==> config.mk <==
export PLATFORM = sky130hd
export DESIGN_NAME = seg_disp_ctrl
export DESIGN_NICKNAME = d
export VERILOG_FILES = /design/src/rtl/seg_disp_ctrl.sv
export SDC_FILE = /design/constraint.sdc
export NUM_CORES = 1
export LEC_CHECK = 0
export ABC_AREA = 1
export CAP_MARGIN = 20
export CORE_ASPECT_RATIO = 0.6
export CORE_MARGIN = 2
export CORE_UTILIZATION = 25
export CTS_CLUSTER_DIAMETER = 120
export DETAILED_ROUTE_END_ITERATION = 6
export MAX_ROUTING_LAYER = met4
export PLACE_DENSITY = 0.39
export SETUP_SLACK_MARGIN = 0.1
export SYNTH_ARGS = -nofsm -noshare
export SYNTH_HDL_FRONTEND = slang
export SYNTH_SLANG_ARGS = --single-unit
==> constraint.sdc <==
create_clock -name clk -period 4.33 [get_ports clk]
set_input_delay 0.6495 -clock clk [delete_from_list [all_inputs] [get_ports clk]]
set_output_delay 0.6495 -clock clk [all_outputs]
set_load 0.02 [all_outputs]
==> src/rtl/seg_disp_ctrl.sv <==
// Four-digit multiplexed seven-segment display controller.
// Scans the digits from a prescaler, arbitrates two requesters (B over A)
// with a 4-phase req/ack handshake, and commits new values only at frame
// boundaries. Drives active-low digit-select and segment pins directly.
module seg_disp_ctrl #(
  parameter int SCAN_DIV  = 50000,
  parameter int BLINK_DIV = 64
) (
  input  logic        clk,
  input  logic        rst,
  input  logic        req_a,
  input  logic [15:0] data_a,
  output logic        ack_a,
  input  logic        req_b,
  input  logic [15:0] data_b,
  output logic        ack_b,
  input  logic        blank_lz,
  input  logic        blink_en,
  output logic [3:0]  LEDSEL,
  output logic [7:0]  LEDOUT
);

  localparam int CNT_W = $clog2(SCAN_DIV);
  localparam int FRM_W = (BLINK_DIV > 1) ? $clog2(BLINK_DIV) : 1;
  localparam logic [CNT_W-1:0] CNT_MAX = CNT_W'(SCAN_DIV - 1);
  localparam logic [FRM_W-1:0] FRM_MAX = FRM_W'(BLINK_DIV - 1);

  typedef enum logic [1:0] {S_IDLE, S_PEND, S_ACK} state_t;

  logic [CNT_W-1:0] cnt;
  logic [1:0]       idx;
  logic [FRM_W-1:0] frm;
  logic             blink_phase;
  logic             tick;
  logic             frame_end;

  state_t      state, state_nxt;
  logic        src_b, src_b_nxt;
  logic [15:0] pend, pend_nxt;
  logic [15:0] disp, disp_nxt;
  logic        ack_a_nxt, ack_b_nxt;
  logic        req_src, ack_src;
  logic [3:0]  nib;

  // Hex digit to active-low gfedcba pattern, decimal point kept off.
  function automatic logic [7:0] hex_seg(input logic [3:0] n);
    case (n)
      4'h0: hex_seg = 8'hC0;
      4'h1: hex_seg = 8'hF9;
      4'h2: hex_seg = 8'hA4;
      4'h3: hex_seg = 8'hB0;
      4'h4: hex_seg = 8'h99;
      4'h5: hex_seg = 8'h92;
      4'h6: hex_seg = 8'h82;
      4'h7: hex_seg = 8'hF8;
      4'h8: hex_seg = 8'h80;
      4'h9: hex_seg = 8'h90;
      4'hA: hex_seg = 8'h88;
      4'hB: hex_seg = 8'h83;
      4'hC: hex_seg = 8'hC6;
      4'hD: hex_seg = 8'hA1;
      4'hE: hex_seg = 8'h86;
      default: hex_seg = 8'h8E;
    endcase
  endfunction

  // A digit is a leading zero when it and every digit to its left are zero;
  // the rightmost digit always shows so a zero value still reads "0".
  function automatic logic lz_blank(input logic [15:0] v, input logic [1:0] k);
    case (k)
      2'd3:    lz_blank = (v[15:12] == 4'h0);
      2'd2:    lz_blank = (v[15:8] == 8'h00);
      2'd1:    lz_blank = (v[15:4] == 12'h000);
      default: lz_blank = 1'b0;
    endcase
  endfunction

  assign tick      = (cnt == CNT_MAX);
  assign frame_end = tick && (idx == 2'd3);
  assign req_src   = src_b ? req_b : req_a;
  assign ack_src   = src_b ? ack_b : ack_a;

  // Prescaler and digit scan index.
  always_ff @(posedge clk or negedge rst) begin
    if (!rst) begin
      cnt <= '0;
      idx <= 2'd0;
    end else if (tick) begin
      cnt <= '0;
      idx <= idx + 2'd1;
    end else begin
      cnt <= cnt + CNT_W'(1);
    end
  end

  // Frame counter; blink phase flips every BLINK_DIV frames.
  always_ff @(posedge clk or negedge rst) begin
    if (!rst) begin
      frm         <= '0;
      blink_phase <= 1'b0;
    end else if (frame_end) begin
      if (frm == FRM_MAX) begin
        frm         <= '0;
        blink_phase <= ~blink_phase;
      end else begin
        frm <= frm + FRM_W'(1);
      end
    end
  end

  // Arbiter state, captured value, displayed value and registered acks.
  always_ff @(posedge clk or negedge rst) begin
    if (!rst) begin
      state <= S_IDLE;
      src_b <= 1'b0;
      pend  <= 16'h0000;
      disp  <= 16'h0000;
      ack_a <= 1'b0;
      ack_b <= 1'b0;
    end else begin
      state <= state_nxt;
      src_b <= src_b_nxt;
      pend  <= pend_nxt;
      disp  <= disp_nxt;
      ack_a <= ack_a_nxt;
      ack_b <= ack_b_nxt;
    end
  end

  // Arbiter next state: a handshake only closes once ack has been seen high
  // and the owning requester has released its request.
  always_comb begin
    state_nxt = state;
    case (state)
      S_IDLE:  if (req_b || req_a) state_nxt = S_PEND;
      S_PEND:  if (frame_end) state_nxt = S_ACK;
      S_ACK:   if (ack_src && !req_src) state_nxt = S_IDLE;
      default: state_nxt = S_IDLE;
    endcase
  end

  // Arbiter datapath and ack values; ack is forced high for at least one
  // cycle so a request that was dropped early still sees its acknowledge.
  always_comb begin
    src_b_nxt = src_b;
    pend_nxt  = pend;
    disp_nxt  = disp;
    ack_a_nxt = 1'b0;
    ack_b_nxt = 1'b0;
    case (state)
      S_IDLE: begin
        if (req_b) begin
          src_b_nxt = 1'b1;
          pend_nxt  = data_b;
        end else if (req_a) begin
          src_b_nxt = 1'b0;
          pend_nxt  = data_a;
        end
      end
      S_PEND: begin
        if (frame_end) disp_nxt = pend;
      end
      S_ACK: begin
        ack_a_nxt = !src_b && (!ack_src || req_src);
        ack_b_nxt = src_b && (!ack_src || req_src);
      end
      default: ;
    endcase
  end

  assign nib = disp[{idx, 2'b00} +: 4];

  // Pin decode from registered state only: digit select, blanking, blink.
  always_comb begin
    LEDSEL = (blink_en && blink_phase) ? 4'b1111 : ~(4'b0001 << idx);
    LEDOUT = (blank_lz && lz_blank(disp, idx)) ? 8'hFF : hex_seg(nib);
  end

endmodule

==> results of run 1 <==
==> placed cells by master (no fill, tap or decap), types with 2 or more instances in the layout <==
cell             Yosys  layout
nand3b_1             2       2
nand2_2              4       4
nor2_4               2       2
clkinv_2             0       2
inv_1               49      49
dfrtp_1             62      62
nor2_1              51      51
nand3_1             40      40
nand4_1             21      21
nor2_2               3       3
ha_1                13      13
o21ai_0              9       9
nor3_1               4       4
xor2_1               7       7
clkdlybuf4s50_1      0      49
nand2_1            171     171
buf_4                3       4
clkbuf_16            0       9
a31oi_1             16      16
xnor2_1              2       2
inv_2                3       3
==> layout make-up <==
class                           count  share of cell area, %
Clock inverter                      4                   1.05
Clock buffer                       11                   5.34
Timing Repair Buffer               54                   11.6
Sequential cell                    62                   34.2
Multi-Input combinational cell    354                   38.2
Inverter                           53                   4.38
Tap cell                          192                   5.29
==> path summary, 6_finish.rpt <==
path | to | slack, ns | startpoint
setup / recovery | LEDOUT[5] | 1.00 | idx[0]
hold / removal | ack_b | 0.45 | rst
setup reg to reg | disp[10] | 2.45 | cnt[0]
hold reg to reg | cnt[0] | 0.47 | cnt[0]
max in group asynchronous | disp[14] | 2.99 | rst
min in group clk | cnt[0] | 0.47 | cnt[0]
==> metrics by stage <==
| stage | util [%] | area (um2) | hold WS, ns |
|---|---|---|---|
| 2_1_floorplan | - | 3600 | 0.354 |
| 4_1_cts | 32.7 | 4540 | 0.471 |
| 6_report | 32.7 | 4540 | 0.446 |
| 5_1_grt | 32.7 | 4540 | 0.493 |
| 3_5_place_dp | 30.7 | 4250 | 0.465 |
| 3_3_place_gp | 30.7 | 4250 | 0.454 |
==> metal layers <==
layer	global-route usage (%)	vias up	share of wire, %
li1	-	1642	-
met1	21.0	1346	60
met2	15.9	68	34
met3	3.60	13	4.3
met4	4.48	0	1.5
met5	-	-	0
==> power by group through the flow <==
stage / combinational (mW) / sequential [mW] / clock (mW)
2_1_floorplan: 0.0633 / 0.655 / 0
3_3_place_gp: 0.121 / 0.668 / 0
3_5_place_dp: 0.121 / 0.670 / 0
4_1_cts: 0.121 / 0.660 / 0.730
5_1_grt: 0.134 / 0.666 / 0.761
6_report: 0.118 / 0.659 / 0.707
==> worst max-delay path, delay by kind of cell, from the launching register on <==
family | cells | cell delay (ns)
adders and majority gates | 1 | 0.18
buffers and inverters | 3 | 0.97
DFF | 1 | 0.52
and+or+nand+nor | 7 | 0.68
==> flip-flops by register name (all words and copies together), names as in the netlist, 2 cells and up <==
| signal | count |
|---|---|
| cnt | 16 |
| disp | 16 |
| frm | 6 |
| idx | 2 |
| pend | 16 |
| state | 2 |
==> cell families (layout without fill, tap and decap cells) <==
group / Yosys count / after routing / share of synthesized area (%)
and+or+nand+nor: 304 / 304 / 37.1
buffers and inverters: 67 / 122 / 8.62
DFF: 62 / 62 / 43.1
AOI/OAI and AO/OA: 27 / 27 / 4.38
adders and majority gates: 13 / 13 / 4.52
xor gates and xnor gates: 9 / 9 / 2.19
other: 1 / 1 / 0.104
==> out/qor.yml, run 1 <==
drtAntennaViolNets: 0
worst_slew_pin_slew_ns: 0.927
reg2reg_depth: 8
end_kind: "primary output"
yosysMostFrequentCell: "nand2_1"
ys_types: 32
path_cells: "inv_2 > nand2_1 > nand3_1 > nand2_1 > inv_1 > ha_1 > nand3_1 > nand2_1 > nand2_1 > nand3_1 > clkdlybuf4s50_1"
first_pass_iters: 6
finalSetupViolCount: 0
cts.clk_slew.worst_paths_ns: 0.05
grt_use_total_pct: 13.4
port_buffers: 50
drc_errors: 0
area_delta_synth_final_pct: 26.3
insertion_delay_ns: 0.33
cp.arrival_ns: 2.68
place_hpwl_mm: 7.04
crit_path_frequent_cell: "nand2_1"
htree_levels: 3
grt_first_pass_wirelength_mm: 15.9
clk_path_buf_depth: 2
initial_core_util_pct: 25.9
num_vias: 3069
antennaDiodeCount: 0
cts-root-buf: "clkbuf_16"
seqPwrFrac_pct: 44.4
cap_violations: 0
cts_sinks: 62
synth_flop_cell: "dfrtp_1"
rows: 33
io_pins: 52
async_reset_ff_share_pct: 100
grt_start_max_net_pins: 40
min_path_type: "in2async"
cts_tree: "built"
synth_common_cells: "171 x nand2_1, 62 x dfrtp_1, 51 x nor2_1, 49 x inv_1, 40 x nand3_1"
synth_nets: 534
nets: 585
grt-ovfl-total: 0
worstPathRequired_ns: 3.68
power_density_mw_per_mm2: 327
synth_warnings: 0
synth_edf_count: 0
seq_area_mm2: 0.00155
place_congestion: 0.781
outcome: "completed"
synth_area_leaders: "dfrtp_1 43%, nand2_1 18%, nand3_1 5.6%, nor2_1 5.3%, inv_1 5.1%"
setup_ws_ns: 1.00
wire_per_inst_um: 12.7
fin_setup_tns_ns: 0
die_width_um: 159
post_cts_resized: 0
skew_ns: 0.00722
rsz0062_at_grt: "false"
routed_via_density: 4.20
max_stage_delay_ns: 0.60
power.leakage_nw: 2.29
wirelength_mm: 9.24
power_switching_mw: 0.343
layout.cells.non_filler: 730
post-place-ws_ns: 1.36
totalPowerFinal_mw: 1.48
drive_gt1_share_pct: 6.51
nFillCells: 1526
core_mm2: 0.0139
start_kind: "flop"
yosysTopAreaCell: "dfrtp_1"
cts_inserted_buffers: 9
fmax_mhz: 300
path_class: "reg2out"
seq_area_frac_synth_pct: 43.1
yosys_register_bits: 62
syn_avg_cell_area_um2: 7.45
cts_setup_buffers: 0
maxSlewHeadroom_pct: 38.2
p_int_mw: 1.14
multiInputGateArea_mm2: 0.00174
vdd_drop_max_uv: 168
path_max_fanout: 12
comb_power_share_pct: 7.9
grt_pass1_vias: 3049
place_inst: 715
p_sw_share_pct: 23.1
syn_area_mm2: 0.00360
postCtsHoldBufs: 0
clkPwrFrac_pct: 47.6
cp_slowest_cell: "clkdlybuf4s50_1"
drv_slew: 0
die_h_um: 96.9
antenna_found_initial: 0
die_area_mm2: 0.0154
finalCriticalPeriod_ns: 3.33
synth_top_area_share_pct: 43.1
fin_crit_sh_pct: 76.9
drtIter0Drc: 119
netlist_instances: 483
hold_viol: 0
Power figures use the tool's default switching activity.
==> run 2: changes to the inputs <==
==> constraint.sdc (replaced) <==
create_clock -name clk -period 3.3 [get_ports clk]
set_input_delay 0.495 -clock clk [delete_from_list [all_inputs] [get_ports clk]]
set_output_delay 0.495 -clock clk [all_outputs]
set_load 0.02 [all_outputs]
==> out/qor.yml, run 2 (synthesized netlist as in run 1, its figures left out) <==
outcome: "completed"
place_congestion: 0.845  # +8.2%
mostFrequentLayoutCells: "171 x nand2_1, 60 x dfrtp_1, 51 x nor2_1, 49 x inv_1, 46 x clkdlybuf4s50_1"
crit_path_frequent_cell: "nand2_1"
vdd_drop_max_uv: 204  # +22%
wire_per_inst_um: 12.6  # about the same
grt_use_total_pct: 13.3  # -0.14 points
place_hpwl_mm: 7.04  # about the same
num_vias: 3132  # +2.1%
fmax_mhz: 332
power_switching_mw: 0.479  # +40%
cts_inserted_buffers: 9  # unchanged
final_area_mm2: 0.00462  # +1.6%
drv_slew: 0  # unchanged
routed_via_density: 4.27  # +1.5%
cp_slowest_cell: "clkdlybuf4s50_1"
cts_sinks: 62  # unchanged
insertion_delay_ns: 0.33  # about the same
min_path_type: "reg2reg"
end_kind: "primary output"
p_int_mw: 1.57  # +37%
fin_setup_tns_ns: 0  # unchanged
finalSetupViolCount: 0  # unchanged
initial_core_util_pct: 25.9  # unchanged
core_mm2: 0.0139  # unchanged
rsz0062_at_grt: "false"
fin_crit_sh_pct: 91.2
rows: 33  # unchanged
start_kind: "flop"
power_density_mw_per_mm2: 443  # +35%
htree_levels: 3  # unchanged
path_cells: "inv_4 > nand2_1 > nand3_1 > nand2_1 > inv_1 > ha_2 > nand3_1 > nand2_1 > nand2_1 > nand3_1 > clkdlybuf4s50_1"
p_sw_share_pct: 23.4  # +0.32 points
first_pass_iters: 4  # -2
cap_violations: 0  # unchanged
hold_viol: 0  # unchanged
cts_tree: "built"
drive_gt1_share_pct: 7.75  # +1.2 points
path_class: "reg2out"
nets: 588  # +0.51%
drc_errors: 0  # unchanged
area_delta_synth_final_pct: 28.3
die_h_um: 96.9  # unchanged
skew_ns: 0.0102  # +0.00303 ns
holdPathStages: 1
grt_pass1_vias: 3175  # +4.1%
seqPwrFrac_pct: 42.3  # -2.1 points
final_util_pct: 33.3  # +0.53 points
maxSlewHeadroom_pct: 51.8  # +14 points
post_dp_cell_area_mm2: 0.00427  # +0.35%
drtIter0Drc: 208  # +75%
io_pins: 52  # unchanged
port_buffers: 50  # unchanged
cts-root-buf: "clkbuf_16"
comb_power_share_pct: 7.6  # -0.3 points
grt-ovfl-total: 0  # unchanged
grt_first_pass_wirelength_mm: 15.9  # about the same
clk_path_buf_depth: 2  # unchanged
place_inst: 717  # +0.28%
totalPowerFinal_mw: 2.04  # +38%
max_stage_delay_ns: 0.60  # about the same
nFillCells: 1509  # -1.1%
antenna_found_initial: 0  # unchanged
die_width_um: 159  # unchanged
cts_setup_buffers: 0  # unchanged
cts.clk_slew.worst_paths_ns: 0.05  # about the same
wirelength_mm: 9.28  # +0.50%
finalCriticalPeriod_ns: 3.01
worstPathRequired_ns: 2.80  # -0.88 ns
cp.arrival_ns: 2.51  # -0.17 ns
worst_slew_pin_slew_ns: 0.722  # -0.205 ns
clkPwrFrac_pct: 50.1  # +2.5 points
grt_start_max_net_pins: 36  # -10%
reg2reg_depth: 8  # unchanged
die_area_mm2: 0.0154  # unchanged
layout_commonest_cell: "nand2_1"
largestRegisters: "cnt x16, disp x16, pend x16"
antennaDiodeCount: 0  # unchanged
path_max_fanout: 12  # unchanged
power.leakage_nw: 2.35  # +2.7%
layout.cells.non_filler: 734  # +0.55%
drtAntennaViolNets: 0  # unchanged
## run 2: changes by cell type in the layout (fill, tap and decap cells not counted), moves of 2 or more
cell	before	now
dfrtp_1	62	60
clkdlybuf4s50_1	49	46
clkinv_4	0	3
buf_4	4	6
dfrtp_2	0	2
dlymetal6s2s_1	0	3
## run 2: stage by stage
| stage | hold slack, ns | worst slack (ns) |
|---|---|---|
| final | 0.460 | 0.291 |
| after global placement | 0.325 | 0.547 |
| after global routing | 0.488 | 0.112 |
| after CTS | 0.469 | 0.148 |
| after detailed placement | 0.329 | 0.505 |
| after floorplan | 0.199 | 1.20 |
## run 2: power by group through the flow
| stage | combinational (mW) | clock, mW | sequential, mW |
|---|---|---|---|
| 3_5_place_dp | 0.158 | 0 | 0.878 |
| 2_1_floorplan | 0.0831 | 0 | 0.859 |
| 5_1_grt | 0.182 | 1.08 | 0.873 |
| 6_report | 0.155 | 1.02 | 0.865 |
| 3_3_place_gp | 0.162 | 0 | 0.875 |
| 4_1_cts | 0.159 | 1.06 | 0.865 |
## run 2: final cells by class
cell class / instances / area [um2] / share of cell area (%)
clock buffers: 9 / 225 / 4.88
repair buffers: 57 / 558 / 12.1
inverters: 53 / 201 / 4.36
well taps: 192 / 240 / 5.20
clock inverters: 7 / 98.8 / 2.14
multi-input cells: 354 / 1740 / 37.7
flip-flops and latches: 62 / 1550 / 33.7
## run 2: metal layers
metal  vias up  track usage [%]  routed length [um]
met2        71             17.0                3420
met3         7             3.04                 388
met4         0             4.34                  61
li1       1645                -                   -
met1      1409             20.1                5420
met5         -                -                   0
## run 2: worst paths after layout
| kind | end | from | slack [ns] |
|---|---|---|---|
| setup / recovery | LEDOUT[0] | idx[0] | 0.29 |
| hold / removal | cnt[0] | cnt[0] | 0.46 |
| setup reg to reg | disp[4] | cnt[0] | 1.41 |
| hold reg to reg | cnt[0] | cnt[0] | 0.46 |
| max in group asynchronous | idx[1] | rst | 2.07 |
| min in group asynchronous | ack_a | rst | 0.51 |
## run 2: critical path: cells and delay by family (launching register included)
kind	cells	cell delay (ns)
adder cells (fa/ha/maj)	1	0.23
flip-flops	1	0.50
buffers and inverters	3	0.89
AND/OR/NAND/NOR	7	0.58
## run 2: timing repair
action / in CTS / in global routing
hold buffers: 1 / 0
gates resized for setup: 0 / 7
endpoints found under the hold margin: 4 / 0
endpoints found under the setup margin: 0 / 7
